## config.mk

```make
export PLATFORM = sky130hd
export DESIGN_NAME = channel_device
export DESIGN_NICKNAME = d
export VERILOG_FILES = /design/src/rtl/channel_device.sv
export SDC_FILE = /design/constraint.sdc
export NUM_CORES = 1
export LEC_CHECK = 0
export CELL_PAD_IN_SITES_DETAIL_PLACEMENT = 2
export CELL_PAD_IN_SITES_GLOBAL_PLACEMENT = 2
export CORE_MARGIN = 1.5
export CORE_UTILIZATION = 32
export DETAILED_ROUTE_END_ITERATION = 8
export PLACE_DENSITY_LB_ADDON = 0.12
export SYNTH_ARGS = -nofsm -noshare
export SYNTH_HDL_FRONTEND = slang
export SYNTH_SLANG_ARGS = --single-unit
```

## constraint.sdc

```tcl
create_clock -name aclk -period 4.55 [get_ports aclk]
set_input_delay 0.6825 -clock aclk [delete_from_list [all_inputs] [get_ports aclk]]
set_output_delay 0.6825 -clock aclk [all_outputs]
set_load 0.01 [all_outputs]
```

## src/rtl/channel_device.sv

```systemverilog
// channel_device: device-side responder for the parallel channel "A" interface
// Ports:
//   aclk, aresetn            clock, asynchronous active-low reset
//   enable                   0 = never respond, always propagate select
//   a_bus_out(_parity)       channel-to-device bus, odd parity
//   a_*_out tags             channel tags, asynchronous, synchronized here
//   a_bus_in(_parity)        device-to-channel bus, odd parity generated here
//   a_*_in tags              device tags, registered
//   cmd_tdata/cmd_tvalid     latched command byte with a 1-cycle valid pulse
//   recv_*                   bytes written by the channel, one-deep holding register
//   send_*                   bytes read by the channel
//   busy, parity_error       operational indication, sticky parity flag
module channel_device #(
    parameter logic [7:0] DEVICE_ADDR = 8'h40
) (
    input  logic       aclk,
    input  logic       aresetn,
    input  logic       enable,
    input  logic [7:0] a_bus_out,
    input  logic       a_bus_out_parity,
    input  logic       a_operational_out,
    input  logic       a_hold_out,
    input  logic       a_select_out,
    input  logic       a_address_out,
    input  logic       a_command_out,
    input  logic       a_service_out,
    input  logic       a_suppress_out,
    output logic [7:0] a_bus_in,
    output logic       a_bus_in_parity,
    output logic       a_operational_in,
    output logic       a_select_in,
    output logic       a_address_in,
    output logic       a_status_in,
    output logic       a_service_in,
    output logic       a_request_in,
    output logic [7:0] cmd_tdata,
    output logic       cmd_tvalid,
    output logic [7:0] recv_tdata,
    output logic       recv_tvalid,
    input  logic       recv_tready,
    input  logic [7:0] send_tdata,
    input  logic       send_tvalid,
    output logic       send_tready,
    input  logic       send_tlast,
    output logic       busy,
    output logic       parity_error
);
    localparam logic [2:0] IDLE        = 3'd0;
    localparam logic [2:0] SELECTED    = 3'd1;
    localparam logic [2:0] CMD_WAIT    = 3'd2;
    localparam logic [2:0] INIT_STATUS = 3'd3;
    localparam logic [2:0] DATA_W      = 3'd4;
    localparam logic [2:0] DATA_R      = 3'd5;
    localparam logic [2:0] END_STATUS  = 3'd6;
    localparam logic [2:0] DISCONNECT  = 3'd7;

    logic [4:0] sync1, sync2;
    logic       s_op, s_sel, s_adr, s_cmd, s_svc;
    logic [2:0] state, ph;
    logic       op_in, sel_in, adr_in, sts_in, svc_in, acc_cmd, tlast_q;
    logic [7:0] bus_in, status_byte;
    logic       bus_ok, hit, unused;

    assign unused = a_suppress_out;
    assign {s_op, s_sel, s_adr, s_cmd, s_svc} = sync2;
    assign bus_ok = ^{a_bus_out, a_bus_out_parity};
    assign hit = enable && s_sel && s_adr && bus_ok && a_bus_out == DEVICE_ADDR;
    assign status_byte = state == INIT_STATUS ? (cmd_tdata[1:0] == 2'b00 ? 8'h0C : 8'h00)
                                              : (parity_error ? 8'h0E : 8'h0C);

    assign a_bus_in         = bus_in;
    // gated by op_in so the bus reads all-zero while not connected
    assign a_bus_in_parity  = op_in & ~^bus_in;
    assign a_operational_in = op_in;
    assign a_select_in      = sel_in;
    assign a_address_in     = adr_in;
    assign a_status_in      = sts_in;
    assign a_service_in     = svc_in;
    assign a_request_in     = 1'b0;
    assign busy             = op_in;

    // hold_out is treated as an alias of select_out
    always_ff @(posedge aclk or negedge aresetn) begin
        if (!aresetn) begin
            sync1 <= '0;
            sync2 <= '0;
        end else begin
            sync1 <= {a_operational_out, a_select_out | a_hold_out, a_address_out, a_command_out, a_service_out};
            sync2 <= sync1;
        end
    end

    // ph is a per-state sub-step; ph 4 in the data states waits for a stop command_out to fall
    always_ff @(posedge aclk or negedge aresetn) begin
        if (!aresetn) begin
            {state, ph, op_in, sel_in, adr_in, sts_in, svc_in, acc_cmd, tlast_q} <= '0;
            {bus_in, cmd_tdata, cmd_tvalid, recv_tdata, recv_tvalid, send_tready, parity_error} <= '0;
        end else if (!s_op) begin
            {state, ph, op_in, sel_in, adr_in, sts_in, svc_in, acc_cmd, tlast_q} <= '0;
            {bus_in, cmd_tdata, cmd_tvalid, recv_tdata, recv_tvalid, send_tready, parity_error} <= '0;
        end else begin
            cmd_tvalid  <= 1'b0;
            send_tready <= 1'b0;
            if (recv_tvalid && recv_tready) recv_tvalid <= 1'b0;
            case (state)
                IDLE: begin
                    if (hit) begin
                        state        <= SELECTED;
                        op_in        <= 1'b1;
                        bus_in       <= DEVICE_ADDR;
                        parity_error <= 1'b0;
                        sel_in       <= 1'b0;
                    end else begin
                        sel_in <= s_sel;
                    end
                end
                SELECTED: begin
                    adr_in <= 1'b1;
                    ph     <= 3'd0;
                    state  <= CMD_WAIT;
                end
                CMD_WAIT: begin
                    if (ph == 3'd0) begin
                        if (s_cmd) begin
                            cmd_tdata  <= a_bus_out;
                            cmd_tvalid <= 1'b1;
                            adr_in     <= 1'b0;
                            ph         <= 3'd1;
                            if (!bus_ok) parity_error <= 1'b1;
                        end
                    end else if (!s_cmd) begin
                        ph    <= 3'd0;
                        state <= INIT_STATUS;
                    end
                end
                INIT_STATUS, END_STATUS: begin
                    if (ph == 3'd0) begin
                        bus_in <= status_byte;
                        ph     <= 3'd1;
                    end else if (ph == 3'd1) begin
                        sts_in <= 1'b1;
                        ph     <= 3'd2;
                    end else if (ph == 3'd2) begin
                        if (s_svc || s_cmd) begin
                            sts_in  <= 1'b0;
                            acc_cmd <= s_cmd;
                            ph      <= 3'd3;
                        end
                    end else if (!(acc_cmd ? s_cmd : s_svc)) begin
                        ph    <= 3'd0;
                        state <= state == END_STATUS || cmd_tdata[1:0] == 2'b00 ? DISCONNECT :
                                 cmd_tdata[1:0] == 2'b11 ? END_STATUS :
                                 cmd_tdata[1:0] == 2'b01 ? DATA_W : DATA_R;
                    end
                end
                DATA_W, DATA_R: begin
                    if (ph == 3'd4) begin
                        if (!s_cmd) begin
                            ph    <= 3'd0;
                            state <= END_STATUS;
                        end
                    end else if (s_cmd) begin
                        svc_in <= 1'b0;
                        ph     <= 3'd4;
                    end else if (state == DATA_W) begin
                        if (ph == 3'd0) begin
                            if (!recv_tvalid) begin
                                svc_in <= 1'b1;
                                ph     <= 3'd1;
                            end
                        end else if (ph == 3'd1) begin
                            if (s_svc) begin
                                recv_tdata  <= a_bus_out;
                                recv_tvalid <= 1'b1;
                                svc_in      <= 1'b0;
                                ph          <= 3'd2;
                                if (!bus_ok) parity_error <= 1'b1;
                            end
                        end else if (!s_svc) begin
                            ph <= 3'd0;
                        end
                    end else begin
                        if (ph == 3'd0) begin
                            if (send_tvalid) begin
                                send_tready <= 1'b1;
                                bus_in      <= send_tdata;
                                tlast_q     <= send_tlast;
                                ph          <= 3'd1;
                            end
                        end else if (ph == 3'd1) begin
                            svc_in <= 1'b1;
                            ph     <= 3'd2;
                        end else if (ph == 3'd2) begin
                            if (s_svc) begin
                                svc_in <= 1'b0;
                                ph     <= 3'd3;
                            end
                        end else if (!s_svc) begin
                            ph <= 3'd0;
                            if (tlast_q) state <= END_STATUS;
                        end
                    end
                end
                default: begin
                    op_in  <= 1'b0;
                    bus_in <= 8'h00;
                    state  <= IDLE;
                end
            endcase
        end
    end
endmodule

```

==> results of run 1 <==
==> path summary, 6_finish.rpt <==
check | start | endpoint | slack, ns | cells after the start
max in group asynchronous | aresetn | cmd_tdata[7] | 3.60 | 2
setup reg to reg | ph[0] | a_bus_in[1] | 1.92 | 5
hold / removal | sync1[0] | sync2[0] | 0.36 | 0
min in group asynchronous | aresetn | ph[2] | 0.46 | 2
hold reg to reg | sync1[0] | sync2[0] | 0.36 | 0
setup / recovery | a_bus_out[2] | a_bus_in[1] | 1.75 | 6
==> stage by stage <==
step                  util  power, mW  setup WS (ns)  hold WS [ns]
finish              0.4171     0.9325          1.747        0.3604
global placement    0.4041     0.6055          1.421        0.3349
global route        0.4171     0.9738          1.492        0.3781
detailed placement  0.4041     0.6084          1.434        0.3410
floorplan                -     0.5362          2.427        0.3312
CTS                 0.4171     0.9467          1.740        0.3666
==> registers in the layout, summed over array words and instances (netlist names), 3 cells and up <==
register and count:
state 3, a_bus_in 8, ph 3, sync2 5, recv_tdata 8, cmd_tdata 8, sync1 5
==> synth_stat cells, types with 3 or more instances <==
master     n
and3b_1    4
a22oi_1    3
o21bai_1   3
nand4_1    6
nand3_1   13
inv_1     21
mux2i_1   18
xnor2_1   11
and3_1     3
o21ai_0   25
nor2b_1    5
dfrtp_1   51
nor2_1    20
clkbuf_1  10
xor2_1     6
nand2_1   22
nor3b_1    4
a21oi_1   17
buf_2      8
and2_1     3
nor3_1     6
o22ai_1    4
==> layer usage <==
metal | vias up | share of wire | routed length [microns] | GRT usage
met5 | - | 0 | 0 | 0
met4 | 0 | 0.011 | 95 | 0.04236
met3 | 9 | 0.043 | 369 | 0.03741
met2 | 59 | 0.50 | 4315 | 0.3389
met1 | 1254 | 0.44 | 3809 | 0.2466
li1 | 1161 | - | - | -
==> final cells by class <==
class | instances | area, sq um
fillers | 945 | 5034
multi-input cells | 210 | 1359
flip-flops and latches | 51 | 1276
repair buffers | 65 | 640.6
well taps | 108 | 135.1
inverters | 21 | 78.83
clock buffers | 5 | 68.82
clock inverters | 3 | 43.79
==> power groups by stage <==
stage	logic, mW	registers (mW)	clock network [mW]
2_1_floorplan	0.0484	0.488	0
3_3_place_gp	0.118	0.488	0
3_5_place_dp	0.120	0.488	0
4_1_cts	0.121	0.479	0.346
5_1_grt	0.129	0.481	0.363
6_report	0.118	0.479	0.335
==> cell families (layout without fill, tap and decap cells) <==
kind of cell    Yosys count  after routing
mux                      20             20
buf+inv                  44             94
simple gates            102            102
other cells               1              1
compound gates           69             69
xor+xnor                 18             18
flops                    51             51
==> out/qor.csv, run 1 <==
metric,value,unit
Pwr Density,258.9,nW/um^2
crit-path cells,clkdlybuf4s50_1 > nor4b_1 > nand3_1 > o21ai_0 > nor2b_2 > mux2_4,
Synth Area per Inst,9.288,sq um
cell area after synthesis,2833,sq um
crit start category,input port,
synth unique cells,52,
final setup fails,0,
ys flop type,dfrtp_1,
fin crit period,2.803,ns
Starting Density,0.3280,
Area Growth Syn to Fin,27.16,%
share of total power consumed by net switching,0.2586,
Yosys reg bits,51,
RSZ-0062 raised after global routing,false,
Post-CTS Setup Inserts,0,
# hold bufs at CTS,0,
I/O pin cnt,66,
largest net degree at the start of global routing,52,
vias per cell,5.363,
CTS Buf Count,5,
Initial DRC Count,106,
slew margin rel.,0.3947,
post-synth top area share,0.4505,
Least-Margin Pin Slew,0.9020,ns
Max VDD drop,0.09902,mV
height of the die,97.09,microns
dpl hpwl,6053,microns
Tot GR Track Use,0.1932,
worst hold path class,register to register,
drt first pass iters,4,
Net Sw Power,241.1,uW
Final Cell Area,3602,sq um
routability-driven placement congestion ratio,0.8007,
Crit Path Class,input port to register,
share of layout cells above drive strength 1,0.06479,
initial antenna violation count,0,
vias in the first global route,2775,
adder-cell area share of the yosys netlist,0,
"commonest non-fill, non-tap cell in the layout",clkdlybuf4s50_1,
max incr delay on CP,0.58,ns
htree depth,2,
Compound-Gate Fraction of Synth Area,0.1493,
Die ar.,9426,sq um
CP max FO,8,
Diodes inserted,0,
Non-Filler Instances,463,
setup TNS,0,ns
routed len/inst,18.55,microns
Max-Cap Viols,0,
Die W,97.09,microns
largest family of logic cells by synthesized area,simple AND/OR/NAND/NOR gates,
placed cell area,3490,sq um
CP arrival,3.01,ns
GR Overflow Total,0,
ranking of synthesized cells by area,"dfrtp_1 45%, mux2i_1 6.4%, o21ai_0 4.4%",
clk sinks,51,
final hold viol count,0,
worst path required time,4.76,ns
Combinational Power Share,0.127,
Placement Rows,34,
mux cell area share after synthesis,0.07288,
Lkg Pwr,1.545,nW
status,"finished, final reports clean",
clk buf depth,2,
Simple-Gate Fraction of Synth Area,0.1957,
Slowest cell on crit path,nor2b_2,
Antenna Violating Nets Remaining,0,
PostCTS Resize Cnt,0,
Ys Warns,0,
final slew viol count,0,
Clock Latency Late Sink,0.32,ns
final worst-path cycle share,0.6161,
Syn Nets,335,
Residual DRC,0,
Cell Count Post-Placement,455,
largest area contributor in the netlist,dfrtp_1,
sequential share of power,0.514,
CP bufs+invs,1,
xor/xnor cell area share of the yosys netlist,0.06051,
crit path capture type,register,
routed vias,2483,
Highest Clock Rate,356.7,MHz
Max Clock Skew,0.01247,ns
"EDFF count, synth",0,
internal power,691.4,uW
final WL,8589,microns
Async SR Flop Fraction,1.000,
"delay-heaviest family, CP",simple AND/OR/NAND/NOR gates,
first-pass GRT wire length,14610,microns
Clock Tree Root,clkbuf_8,
final net count,384,
post-synthesis sequential area ratio,0.4505,
clock power share,0.360,
PortBufs,63,
clock-pin slew on the worst setup and hold paths,0.10,ns
CTS tree,done,
post-synthesis cell count,305,
most frequent cells in the layout,"62 x clkdlybuf4s50_1, 51 x dfrtp_1, 25 x o21ai_0, 22 x nand2_1, 21 x inv_1",
core footprint,8636,sq um
Power figures use the tool's default switching activity.
==> inputs of run 2 (changes only) <==
--- a/config.mk
+++ b/config.mk
@@ -8,7 +8,7 @@
 export CELL_PAD_IN_SITES_DETAIL_PLACEMENT = 2
 export CELL_PAD_IN_SITES_GLOBAL_PLACEMENT = 2
 export CORE_MARGIN = 1.5
-export CORE_UTILIZATION = 32
+export CORE_UTILIZATION = 30
 export DETAILED_ROUTE_END_ITERATION = 8
 export PLACE_DENSITY_LB_ADDON = 0.12
 export SYNTH_ARGS = -nofsm -noshare
==> constraint.sdc (replaced) <==
create_clock -name aclk -period 2.75 [get_ports aclk]
set_input_delay 0.4125 -clock aclk [delete_from_list [all_inputs] [get_ports aclk]]
set_output_delay 0.4125 -clock aclk [all_outputs]
set_load 0.01 [all_outputs]
==> run 2 against run 1 <==
Effect of this change:
- non-clock buffer count grew 15
- critical endpoint is now a_bus_in_parity
- largest cell class unchanged
- routed wire length grew 4.3%
- sequential power grew 66%
- global-route usage shrank 0.11 points
- clock-buffer cell count is the same
- die area grew 6.5%
==> out/qor.csv, run 2 (same netlist as run 1, synthesis figures left out) <==
metric,value,unit,change
status,"finished, final reports clean",,
worst path required time,2.34,ns,-2.42 ns
clock-pin slew on the worst setup and hold paths,0.11,ns,about the same
final net count,399,,+3.9%
Clock Tree Root,clkbuf_8,,
max incr delay on CP,0.53,ns,-0.05 ns
CP arrival,1.93,ns,-1.08 ns
htree depth,2,,unchanged
final setup fails,0,,unchanged
PortBufs,63,,unchanged
Slowest cell on crit path,clkdlybuf4s50_1,,
routed vias,2514,,+1.2%
core footprint,9196,sq um,+6.5%
routability-driven placement congestion ratio,0.8339,,+4.1%
routed len/inst,18.62,microns,+0.38%
Highest Clock Rate,426.5,MHz,
dpl hpwl,6579,microns,+8.7%
Tot GR Track Use,0.1921,,-0.001104
Placement Rows,35,,+2.9%
worst hold path class,input port to asynchronous set/reset pin,,
total power,1.635,mW,+75%
Diodes inserted,0,,unchanged
Area Growth Syn to Fin,32.11,%,
Clock Latency Late Sink,0.32,ns,about the same
share of layout cells above drive strength 1,0.1027,,+0.03791
CTS Buf Count,5,,unchanged
CTS tree,done,,
clk sinks,51,,unchanged
Post-CTS Setup Inserts,0,,unchanged
final WL,8957,microns,+4.3%
most frequent cells in the layout,"62 x clkdlybuf4s50_1, 51 x dfrtp_1, 25 x o21ai_0, 22 x nand2_1, 21 x inv_1",,
first-pass GRT wire length,15020,microns,+2.8%
clk buf depth,2,,unchanged
CP max FO,3,,-5
Max Clock Skew,0.01435,ns,+0.001876 ns
vias in the first global route,2793,,+0.65%
crit path capture type,output port,,
Crit Path Class,register to output port,,
final slew viol count,0,,unchanged
Starting Density,0.3080,,-0.01999
Least-Margin Pin Slew,0.7335,ns,-0.1684 ns
drt first pass iters,4,,unchanged
setup TNS,0,ns,unchanged
internal power,1.242,mW,+80%
share of total power consumed by net switching,0.2401,,-0.01848
crit-path cells,xnor2_1 > xnor2_1 > xnor2_1 > and2_1 > clkdlybuf4s50_1,,
# hold bufs at CTS,0,,unchanged
Residual DRC,0,,unchanged
PostCTS Resize Cnt,0,,unchanged
Die ar.,10030,sq um,+6.5%
sequential share of power,0.486,,-0.028
crit start category,register,,
clock power share,0.391,,+0.031
Min Hold Slack,0.06480,ns,-0.2956 ns
I/O pin cnt,66,,unchanged
GR Overflow Total,0,,unchanged
Max VDD drop,0.1687,mV,+70%
slew margin rel.,0.5104,,+0.1158
final hold viol count,0,,unchanged
Combinational Power Share,0.124,,-0.003
Net Sw Power,392.5,uW,+63%
fin crit period,2.345,ns,
Pwr Density,436.8,nW/um^2,+69%
height of the die,100.2,microns,+3.2%
largest net degree at the start of global routing,24,,-54%
"Top cell by count, worst path",xnor2_1,,
Max-Cap Viols,0,,unchanged
Initial DRC Count,116,,+9.4%
Die W,100.2,microns,+3.2%
Lkg Pwr,1.625,nW,+5.2%
final worst-path cycle share,0.8526,,
"commonest non-fill, non-tap cell in the layout",clkdlybuf4s50_1,,
RSZ-0062 raised after global routing,false,,
vias per cell,5.227,,-2.5%
Antenna Violating Nets Remaining,0,,unchanged
initial antenna violation count,0,,unchanged
## run 2: cell types whose count changed in the layout (fill, tap and decap cells not counted), sizes merged
cell	before	now
buf	3	18
clkinv	2	0
bufinv	1	2
clkinvlp	0	1
## run 2: final cells by class
type                       instances  area [sq um]
clock buffer                       5         68.82
clock inverter                     3         67.56
fill                            1015          5454
inverter                          21         78.83
multi-input combinational        210          1359
sequential                        51          1276
tap                              111         138.9
timing repair buffer              80         753.2
## run 2: routing by layer
layer,track usage,vias to the layer above,wire [microns]
met2,0.3312,53,4465
met1,0.2567,1272,4116
met5,0,-,0
met3,0.03203,6,315
li1,-,1183,-
met4,0.03467,0,61
## run 2: final timing paths
path                              from              end  slack, ns  depth (start not counted)
hold / removal                 aresetn            ph[2]       0.06                          1
setup reg to reg                 ph[1]            ph[0]       0.43                          5
setup / recovery           a_bus_in[3]  a_bus_in_parity       0.41                          5
hold reg to reg               sync1[4]         sync2[4]       0.36                          0
min in group aclk             sync1[4]         sync2[4]       0.36                          0
max in group asynchronous      aresetn         state[1]       1.95                          2
## run 2: worst max-delay path, delay by kind of cell, from the launching register on
kind	cells	cell delay [ns]
DFF	1	0.42
xor gates and xnor gates	3	0.54
and+or+nand+nor	1	0.14
buffers and inverters	1	0.53
## run 2: stage by stage
stage	cells	setup slack [ns]	util	instance area, sq um
after floorplan	305	0.7466	-	2833
after global placement	473	0.2814	0.3921	3606
after detailed placement	473	0.2478	0.3921	3606
after CTS	481	0.3712	0.4069	3742
after global routing	481	0.2415	0.4069	3742
final	481	0.4052	0.4069	3742
## run 2: power groups by stage
stage          Clock, mW  Sequential, mW  Combinational, mW
4_1_cts            0.662           0.795              0.208
3_5_place_dp           0           0.809              0.207
2_1_floorplan          0           0.807             0.0801
5_1_grt            0.684           0.798              0.225
3_3_place_gp           0           0.808              0.203
6_report           0.638           0.794              0.202
==> inputs of run 3 (changes only) <==
--- a/config.mk
+++ b/config.mk
@@ -11,6 +11,7 @@
 export CORE_UTILIZATION = 30
 export DETAILED_ROUTE_END_ITERATION = 8
 export PLACE_DENSITY_LB_ADDON = 0.12
+export SLEW_MARGIN = 20
 export SYNTH_ARGS = -nofsm -noshare
 export SYNTH_HDL_FRONTEND = slang
 export SYNTH_SLANG_ARGS = --single-unit
==> constraint.sdc (replaced) <==
create_clock -name aclk -period 2.28 [get_ports aclk]
set_input_delay 0.342 -clock aclk [delete_from_list [all_inputs] [get_ports aclk]]
set_output_delay 0.342 -clock aclk [all_outputs]
set_load 0.01 [all_outputs]
==> run 3 against run 2 <==
Effect of this change:
- critical path depth up 1
- clock power down 4.7%
- power up 13%
- sequential share of layout area down 1.6 points
==> out/qor.csv, run 3 (same netlist as run 1, synthesis figures left out) <==
metric,value,unit,change
status,"finished, final reports clean",,
fin crit period,2.105,ns,
I/O pin cnt,66,,unchanged
"Worst Setup Slack, final",0.1748,ns,-0.2304 ns
Least-Margin Pin Slew,0.6173,ns,-0.1162 ns
crit path capture type,register,,
crit-path cells,or4b_4 > o311ai_2 > a21oi_1 > nor2b_2 > buf_4 > mux2i_1,,
Max Clock Skew,0.01426,ns,-0.00009080 ns
final WL,9597,microns,+7.1%
share of layout cells above drive strength 1,0.1709,,+0.06815
Tot GR Track Use,0.2010,,+0.008878
Cell Count Post-Placement,496,,+4.9%
clk sinks,51,,unchanged
final worst-path cycle share,0.9233,,
GR Overflow Total,0,,unchanged
# hold bufs at CTS,0,,unchanged
final net count,427,,+7.0%
final hold viol count,0,,unchanged
vias in the first global route,2851,,+2.1%
Pwr Density,467.6,nW/um^2,+7.0%
Initial DRC Count,36,,-69%
Starting Density,0.3080,,unchanged
final setup fails,0,,unchanged
drt first pass iters,4,,unchanged
post-layout util,0.4280,,+0.02109
CTS Buf Count,5,,unchanged
vias per cell,5.138,,-1.7%
Crit Path Class,register to register,,
slew margin rel.,0.5885,,+0.07801
Residual DRC,0,,unchanged
Max VDD drop,0.3008,mV,+78%
pre-CTS WS,-0.05112,ns,-0.2990 ns
CP arrival,2.35,ns,+0.42 ns
clk buf depth,2,,unchanged
routed vias,2615,,+4.0%
largest net degree at the start of global routing,29,,+21%
Die W,100.2,microns,unchanged
PortBufs,63,,unchanged
"delay-heaviest family, CP",simple AND/OR/NAND/NOR gates,,
core footprint,9196,sq um,unchanged
Lkg Pwr,1.763,nW,+8.5%
worst r2r path cells,6,,+1
height of the die,100.2,microns,unchanged
Diodes inserted,0,,unchanged
WP depth,6,,+1
Min Hold Slack,0.006538,ns,-0.05826 ns
Non-Filler Instances,509,,+5.8%
worst path required time,2.52,ns,+0.18 ns
Slowest cell on crit path,or4b_4,,
crit start category,register,,
"commonest non-fill, non-tap cell in the layout",clkdlybuf4s50_1,,
Highest Clock Rate,475.0,MHz,
routed len/inst,18.85,microns,+1.3%
CP bufs+invs,1,,unchanged
worst hold path class,input port to asynchronous set/reset pin,,
clock-pin slew on the worst setup and hold paths,0.12,ns,about the same
CTS tree,done,,
final slew viol count,0,,unchanged
Antenna Violating Nets Remaining,0,,unchanged
initial antenna violation count,0,,unchanged
Die ar.,10030,sq um,unchanged
dpl hpwl,7164,microns,+8.9%
Max-Cap Viols,0,,unchanged
Clock Latency Late Sink,0.33,ns,about the same
first-pass GRT wire length,15510,microns,+3.3%
RSZ-0062 raised after global routing,false,,
htree depth,2,,unchanged
Area Growth Syn to Fin,38.96,%,
setup TNS,0,ns,unchanged
Placement Rows,35,,unchanged
Clock Tree Root,clkbuf_8,,
CP max FO,5,,+2
routability-driven placement congestion ratio,0.8034,,-3.7%
max incr delay on CP,0.61,ns,+0.08 ns
most frequent cells in the layout,"61 x clkdlybuf4s50_1, 50 x dfrtp_1, 44 x buf_4, 25 x o21ai_0, 22 x nand2_1",,
run 3: final cells by class:
type	count	area, sq um
Clock buffer	5	68.82
Clock inverter	3	31.28
Fill cell	1010	5260
Inverter	21	78.83
Multi-Input combinational cell	210	1366
Sequential cell	51	1277
Tap cell	111	138.9
Timing Repair Buffer	108	974.7
run 3: where the power goes:
part / internal, mW / total (mW) / switching [mW] / leakage (nW)
clock: 0.237 / 0.608 / 0.372 / 0.0526
combinational: 0.150 / 0.275 / 0.125 / 1.04
sequential: 0.931 / 0.957 / 0.0264 / 0.673
run 3: metrics by stage:
stage	cell area (sq um)	power, mW
floorplan	2833	1.070
global placement	3791	1.243
detailed placement	3791	1.251
CTS	3935	1.881
global route	3936	1.927
finish	3936	1.840
run 3: repair_timing:
item                       in CTS  in global routing
pin swaps                       4                  0
resized for setup               2                  1
setup buffers                   5                  0
setup endpoints to repair       1                  2
gates cloned                    0                  0
run 3: path summary, 6_finish.rpt:
kind | to | slack (ns) | start
setup / recovery | a_bus_in[5] | 0.17 | ph[0]
hold / removal | ph[2] | 0.007 | aresetn
setup reg to reg | a_bus_in[5] | 0.17 | ph[0]
hold reg to reg | sync2[0] | 0.36 | sync1[0]
max in group asynchronous | recv_tdata[6] | 1.70 | aresetn
min in group aclk | sync2[0] | 0.36 | sync1[0]
run 3: layer usage:
layer | up-vias | track usage | share of wire | routed length (microns)
li1 | 1234 | - | - | -
met1 | 1322 | 0.2570 | 0.45 | 4347
met2 | 52 | 0.3522 | 0.50 | 4811
met3 | 7 | 0.03621 | 0.032 | 310
met4 | 0 | 0.04875 | 0.013 | 127
met5 | - | 0 | 0 | 0
